$ cat config.mk
export PLATFORM = sky130hd
export DESIGN_NAME = dmem_arbiter
export DESIGN_NICKNAME = d
export VERILOG_FILES = /design/src/rtl/dmem_arbiter.sv
export SDC_FILE = /design/constraint.sdc
export NUM_CORES = 1
export LEC_CHECK = 0
export ABC_AREA = 1
export CORE_MARGIN = 2
export CORE_UTILIZATION = 39
export DETAILED_ROUTE_END_ITERATION = 10
export PLACE_DENSITY = 0.87
export RECOVER_POWER = 100
export SYNTH_ARGS = -nofsm -noshare
export SYNTH_HDL_FRONTEND = slang
export SYNTH_SLANG_ARGS = --single-unit
$ cat constraint.sdc
create_clock -name clock -period 6.8 [get_ports clock]
set_clock_uncertainty 0.2 [all_clocks]
set_input_delay 0.68 -clock clock [delete_from_list [all_inputs] [get_ports clock]]
set_output_delay 0.68 -clock clock [all_outputs]
set_load 0.03 [all_outputs]
$ cat src/rtl/dmem_arbiter.sv
`default_nettype none
// ============================================================================
//  Module   : dmem_arbiter
//  Purpose  : Two-requester round-robin arbiter for the data port of the
//             shared instruction/data RAM. Requester 0 is the core load/store
//             unit, requester 1 the debug/program loader. At most one access
//             is granted per cycle. A requester may lock the port for atomic
//             read-modify-write sequences; the lock is forcibly released
//             after LOCK_TIMEOUT consecutive owned cycles. Read data is
//             registered and returned one cycle after the grant.
//  Ports    : clock, reset        - clock, asynchronous active-high reset
//             m{0,1}_req/we/addr/wdata/lock - requester inputs
//             m{0,1}_gnt          - combinational accept
//             m{0,1}_rvalid/rdata - registered read response
//             lock_timeout        - one-cycle pulse on forced lock release
//             wEn, d_address, d_write_data, d_read_data - RAM data port
//  Revision : 1.0 - initial release
// ============================================================================
module dmem_arbiter #(
    parameter int DATA_WIDTH   = 32,
    parameter int ADDR_WIDTH   = 16,
    parameter int LOCK_TIMEOUT = 16
) (
    input  logic                  clock,
    input  logic                  reset,
    input  logic                  m0_req,
    input  logic                  m0_we,
    input  logic [ADDR_WIDTH-1:0] m0_addr,
    input  logic [DATA_WIDTH-1:0] m0_wdata,
    input  logic                  m0_lock,
    input  logic                  m1_req,
    input  logic                  m1_we,
    input  logic [ADDR_WIDTH-1:0] m1_addr,
    input  logic [DATA_WIDTH-1:0] m1_wdata,
    input  logic                  m1_lock,
    output logic                  m0_gnt,
    output logic                  m1_gnt,
    output logic                  m0_rvalid,
    output logic                  m1_rvalid,
    output logic [DATA_WIDTH-1:0] m0_rdata,
    output logic [DATA_WIDTH-1:0] m1_rdata,
    output logic                  lock_timeout,
    output logic                  wEn,
    output logic [ADDR_WIDTH-1:0] d_address,
    output logic [DATA_WIDTH-1:0] d_write_data,
    input  logic [DATA_WIDTH-1:0] d_read_data
);

    localparam int         c_CNT_W   = $clog2(LOCK_TIMEOUT + 1);
    localparam logic [1:0] c_IDLE    = 2'd0;
    localparam logic [1:0] c_OWN0    = 2'd1;
    localparam logic [1:0] c_OWN1    = 2'd2;
    localparam logic [c_CNT_W-1:0] c_CNT_MAX = c_CNT_W'(LOCK_TIMEOUT);
    localparam logic [c_CNT_W-1:0] c_CNT_ONE = c_CNT_W'(1);

    logic [1:0]         r_state;
    logic [1:0]         w_next_state;
    logic               r_prio;
    logic [c_CNT_W-1:0] r_lock_cnt;
    logic               w_owned;
    logic               w_timeout;

    // ------------------------------------------------------------------
    // FSM: state register
    // ------------------------------------------------------------------
    always_ff @(posedge clock or posedge reset) begin
        if (reset) begin
            r_state <= c_IDLE;
        end else begin
            r_state <= w_next_state;
        end
    end

    assign w_owned   = (r_state == c_OWN0) || (r_state == c_OWN1);
    // The owner has used up its allowance; the grant of this cycle still
    // completes but ownership ends at the coming edge.
    assign w_timeout = w_owned && (r_lock_cnt == c_CNT_MAX);

    // ------------------------------------------------------------------
    // FSM: next-state logic
    // ------------------------------------------------------------------
    always_comb begin
        w_next_state = r_state;
        case (r_state)
            c_IDLE: begin
                if (m0_gnt && m0_lock) begin
                    w_next_state = c_OWN0;
                end else if (m1_gnt && m1_lock) begin
                    w_next_state = c_OWN1;
                end
            end
            c_OWN0: begin
                if (w_timeout || !m0_lock) begin
                    w_next_state = c_IDLE;
                end
            end
            c_OWN1: begin
                if (w_timeout || !m1_lock) begin
                    w_next_state = c_IDLE;
                end
            end
            default: w_next_state = c_IDLE;
        endcase
    end

    // ------------------------------------------------------------------
    // FSM: outputs (grants and RAM drive)
    // ------------------------------------------------------------------
    always_comb begin
        m0_gnt = 1'b0;
        m1_gnt = 1'b0;
        case (r_state)
            c_IDLE: begin
                if (m0_req && m1_req) begin
                    m0_gnt = ~r_prio;
                    m1_gnt = r_prio;
                end else begin
                    m0_gnt = m0_req;
                    m1_gnt = m1_req;
                end
            end
            // While locked the other requester is shut out even if the
            // owner is idle this cycle.
            c_OWN0:  m0_gnt = m0_req;
            c_OWN1:  m1_gnt = m1_req;
            default: ;
        endcase
        if (reset) begin
            m0_gnt = 1'b0;
            m1_gnt = 1'b0;
        end

        if (m1_gnt) begin
            wEn          = m1_we;
            d_address    = m1_addr;
            d_write_data = m1_wdata;
        end else begin
            // Requester 0 also drives the address/data bus when idle.
            wEn          = m0_gnt & m0_we;
            d_address    = m0_addr;
            d_write_data = m0_wdata;
        end
    end

    // ------------------------------------------------------------------
    // Round-robin pointer and lock counter
    // ------------------------------------------------------------------
    always_ff @(posedge clock or posedge reset) begin
        if (reset) begin
            r_prio       <= 1'b0;
            r_lock_cnt   <= '0;
            lock_timeout <= 1'b0;
        end else begin
            lock_timeout <= w_timeout;
            if (r_state == c_IDLE) begin
                // Loser of this arbitration is favoured next time.
                if (m0_gnt || m1_gnt) begin
                    r_prio <= m0_gnt;
                end
            end else if (w_timeout) begin
                r_prio <= (r_state == c_OWN0);
            end

            if (r_state == c_IDLE && w_next_state != c_IDLE) begin
                r_lock_cnt <= c_CNT_ONE;
            end else if (w_owned && w_next_state == r_state) begin
                r_lock_cnt <= r_lock_cnt + c_CNT_ONE;
            end else begin
                r_lock_cnt <= '0;
            end
        end
    end

    // ------------------------------------------------------------------
    // Read data capture: one-cycle latency, rdata held until next read
    // ------------------------------------------------------------------
    always_ff @(posedge clock or posedge reset) begin
        if (reset) begin
            m0_rvalid <= 1'b0;
            m1_rvalid <= 1'b0;
            m0_rdata  <= '0;
            m1_rdata  <= '0;
        end else begin
            m0_rvalid <= m0_gnt & ~m0_we;
            m1_rvalid <= m1_gnt & ~m1_we;
            if (m0_gnt && !m0_we) begin
                m0_rdata <= d_read_data;
            end
            if (m1_gnt && !m1_we) begin
                m1_rdata <= d_read_data;
            end
        end
    end

endmodule
`default_nettype wire
== Word level (Yosys, flattened, before mapping) ==
Index checks and enable logic that the tools add are counted.
Storage, ports and cells
  register bits after elaboration: 75
  word-level logic and storage cells: 59
Operators by class
  $add $sub $neg: 1
  equal/unequal tests: 5
  multiplexer cells: 19
  bitwise operators: 6
  reduce and logical (&&, ||, !) cells: 20
Operators by type and width (number)
  $mux W32: 1
  $mux W16: 1
  $mux W5: 2
  $logic_and A1 B1 Y1: 8
  $mux W1: 8
  $mux W2: 4
  $pmux W2 S3: 1
  $add A5 B1 Y5 const B: 1
  $eq A5 B5 Y1 const B: 1
  $logic_not A1 Y1: 4
  $logic_or A1 B1 Y1: 4
  $pmux W1 S2: 2
  $reduce_bool A2 Y1: 2
  $and A1 B1 Y1: 3
  $not A1 Y1: 3
  $eq A2 B1 Y1 const B: 1
  $eq A2 B2 Y1: 1
  $eq A2 B2 Y1 const B: 1
  $logic_not A2 Y1: 1
  $ne A2 B1 Y1 const B: 1
  $reduce_and A2 Y1: 1

== Logic depth before layout (Yosys ltp) ==
  depth in word-level cells: 12
  depth in mapped cells: 13
  mapped depth without buffers: 13

== Worst setup path before layout ==
No wires, ideal clock.
  path type: register to output
  start point: register r_state[1]
  end point: output port wEn
  arrival time: 1.792 ns
  required time: 5.920 ns
  slack: 4.128 ns
  cell stages (with the launch flop): 9
  buffers on the path: 0
  cells stage by stage: dfrtp_1 > inv_1 > ha_1 > nand2_1 > nand2_2 > nand2_1 > inv_1 > nand2_1 > a21oi_1
Between the ends
  word-level cells in the longest chain between the ends: 5
  elaborated cells between the ends (all ways): 9
RTL lines
  start, declared: RTL line 56  | logic [1:0] r_state;
  start signal, assigned: RTL line 68  | r_state <= c_IDLE;
  start signal, assigned: RTL line 70  | r_state <= w_next_state;
  $eq A2 B1 Y1 or $logic_not A2 Y1 (tied branches): RTL line 112  | case (r_state)
  $pmux W1 S2 *: RTL line 112
  $mux W1 *: RTL line 128  | if (reset) begin
  net m0_gnt: RTL line 36  | output logic m0_gnt,
  $and A1 B1 Y1 *: RTL line 139  | wEn = m0_gnt & m0_we;
  $mux W1 *: RTL line 133  | if (m1_gnt) begin
  end, declared: RTL line 43  | output logic wEn,
Mark *: on every way through the listed nets, which the timed path passes. The rest lies on a longest branch.

== Final worst setup path ==
  start point: input port reset
  end point: output port wEn
Between the ends
  word-level cells in the longest chain between the ends: 3
  elaborated cells between the ends (all ways): 4
RTL lines
  start, declared: RTL line 25  | input logic reset,
  $mux W1: RTL line 128
  $and A1 B1 Y1: RTL line 139
  $mux W1 *: RTL line 133
Every way passes the cells marked *; elsewhere a longest branch is shown, timed or not.

==> flow_summary.yaml <==
min_path:
  hp-class: "flip-flop to flip-flop"
  hold_end: "m1_rdata[27]$_DFFE_PP0P_"
  hold-path-cell-count: 2
  min-delay-start: "m1_rdata[27]$_DFFE_PP0P_"
critical_path:
  regToRegSetupSlack_ns: 2.59
  worstSetupPathType: "input pin to output pin"
  cp_max_fo: 50
  regToRegStartpoint: "r_state[0]$_DFF_PP0_"
  startpoint_type: "input pin"
  rr_endpoint: "m1_rdata[12]$_DFFE_PP0P_"
  r2r_cells: 11
  arrival_ns: 3.94
  worstSetupEndpointType: "output pin"
  critPathRequiredTime_ns: 5.92
sta:
  tightest_slew_ns: 2.763
  timing.final.crit_share: 0.7092
  slew_headroom: -0.8487
  fin_setup_tns_ns: 0
  fin_crit_ns: 4.823
  maxSlewViolCount: 34
  setup_slack_ns: 1.977
  hold_viol: 0
  setup_violations: 0
  hold_ws_ns: 0.2676
  clock.fmax_mhz: 207.4
  rsz0062_at_grt: "false"
floorplanning:
  rows: 35
  core-area_um2: 9284
  ios: 254
  start_util: 0.4022
  die_x_um: 101.8
  dieArea_um2: 10370
  die_y_um: 101.8
cells_and_area:
  nets: 841
  final_util: 0.7035
  instances_no_fill: 834
  fin_area_um2: 6531
  area_delta_synth_final_pct: 74.93
  drive_above_1_share: 0.08239
clock_network:
  cts-resized-gates: 0
  clockBufferDepth: 2
  clock_latency_ns: 0.34
  cts_tree: "done"
  clock-sinks: 75
  hold_buffers: 0
  clkTransAtPathRegs_ns: 0.07
  cts_max_level: 3
  cts-buffers-inserted: 9
  cts_root_buffer: "clkbuf_8"
  post_cts_buffers: 0
global_route:
  grt.met3_usage: 0.09371
  grt_max_degree: 76
  top_usage_layer: "met2"
  grt_pass1_wl_mm: 19.24
  antenna_found_initial: 1
  grt_pass1_vias: 3903
  grtUsageTotal: 0.2430
  gr-usage-met2: 0.4302
  grt_overflow: 0
  use_met1: 0.2354
routing:
  drcViolationCount: 0
  first_pass_iters: 4
  routed_via_density: 4.626
  antenna_left: 0
  drt_iter0_markers: 112
  drt_wl_total_mm: 12.81
  via_count: 3858
  wl_per_cell_um: 15.36
synth:
  yosys.area.top_type: "dfrtp_1"
  synth-seq-area-share: 0.5027
  syn_avg_cell_area_um2: 8.278
  synth_edf_count: 0
  netlist_instances: 451
  yosysMostFrequentCell: "nand2_1"
  synthTopCellsByCount: "261 x nand2_1, 75 x dfrtp_1, 32 x mux2_2"
  synth_cell_type_count: 24
  synthFlopType: "dfrtp_1"
  syn-cell-area_um2: 3734
  async_flop_share: 1.000
  ys_top_cells_by_area: "dfrtp_1 50%, nand2_1 26%, mux2_2 9.7%"
  syn_nets: 593
  yosys_warnings: 0
  synth-seq-cells: 75
  synth_top_area_frac: 0.5027
placed_design:
  dp_cells: 817
  postPlaceCellArea_um2: 6335
  place_ws_ns: 2.921
  numPortBuffers: 253
  gp_congestion: 0.8730
  post-dp-hpwl_mm: 10.10
power:
  power_mw: 2.667
  ir_drop_uv: 313.0
  p_leak_nw: 3.216
  power_density_nw_per_um2: 408.3
status:
  status: "finished with violations"
  violations: "max-capacitance violations, max-slew violations"
run:
  cap_viol_max_count: 1
flip-flops by register name, summed over array words and instances (netlist names):
| name | flops |
|---|---|
| m0_rvalid | 1 |
| r_state | 2 |
| m1_rvalid | 1 |
| m1_rdata | 32 |
| lock_timeout | 1 |
| r_lock_cnt | 5 |
| r_prio | 1 |
| m0_rdata | 32 |
where the power goes:
| group | switching [mW] | internal (mW) |
|---|---|---|
| sequential | 0.104 | 0.644 |
| combinational | 0.944 | 0.589 |
| clock | 0.167 | 0.219 |
final cells by class:
cell class                      count  area (um^2)
Inverter                           20        75.07
Tap cell                          129        161.4
Fill cell                         722         2753
Sequential cell                    75         1877
Clock buffer                       11        141.4
Multi-Input combinational cell    337         1638
Antenna cell                        1        2.502
Timing Repair Buffer              256         2551
Clock inverter                      5        85.08
critical path: stages:
cell	delay [ns]
dlygate4sd3_1	0.57
nor2_1	0.22
nand2_2	0.08
buf_4	0.28
nor2_1	0.16
clkbuf_1	1.08
a21oi_1	0.07
dlygate4sd3_1	0.76
per-layer routing:
layer / vias to the layer above / routed length, um
met3: 46 / 1311
met4: 0 / 699
met5: - / 0
met1: 1740 / 4267
met2: 174 / 6534
li1: 1898 / -
worst max path at each step:
stage | from | end | slack (ns)
finish | reset | wEn | 1.98
global route | reset | wEn | 1.70
CTS | r_state[0]$_DFF_PP0_ | wEn | 2.88
detailed placement | m0_req | wEn | 2.92
global placement | m0_req | wEn | 2.94
floorplan | reset | lock_timeout$_DFF_PP0_ | 4.01
cells in the final DEF (no fill, tap or decap):
master / count
buf_4: 2
nand4_1: 6
ha_1: 6
xor2_1: 2
nor2_4: 1
clkbuf_8: 10
a21oi_2: 1
inv_1: 18
clkbuf_1: 2
diode_2: 1
bufinv_16: 2
a21oi_1: 2
nand3_1: 7
dfrtp_1: 75
a31oi_1: 1
inv_2: 1
clkdlybuf4s50_1: 134
o21ai_0: 1
nor2_1: 9
clkinv_1: 1
nor2_2: 1
nand2_2: 3
nand3_2: 2
clkinvlp_4: 1
mux2_2: 32
xnor2_1: 1
nand2_1: 262
inv_6: 1
clkinv_4: 1
dlygate4sd3_1: 119
cells by family (layout without fill, tap and decap cells):
group                    after synthesis  after routing  synth area share
AND/OR/NAND/NOR                      291            291            0.3147
flip-flops                            75             75            0.5027
XOR/XNOR                               3              3          0.007039
multiplexers                          32             32           0.09652
AO/OA/AOI/OAI                          5              5          0.008043
buffers and inverters                 39            292           0.05094
adder cells (fa/ha/maj)                6              6           0.02011
other                                  0              1                 0
Note: power is estimated with default switching activity, not from simulation.
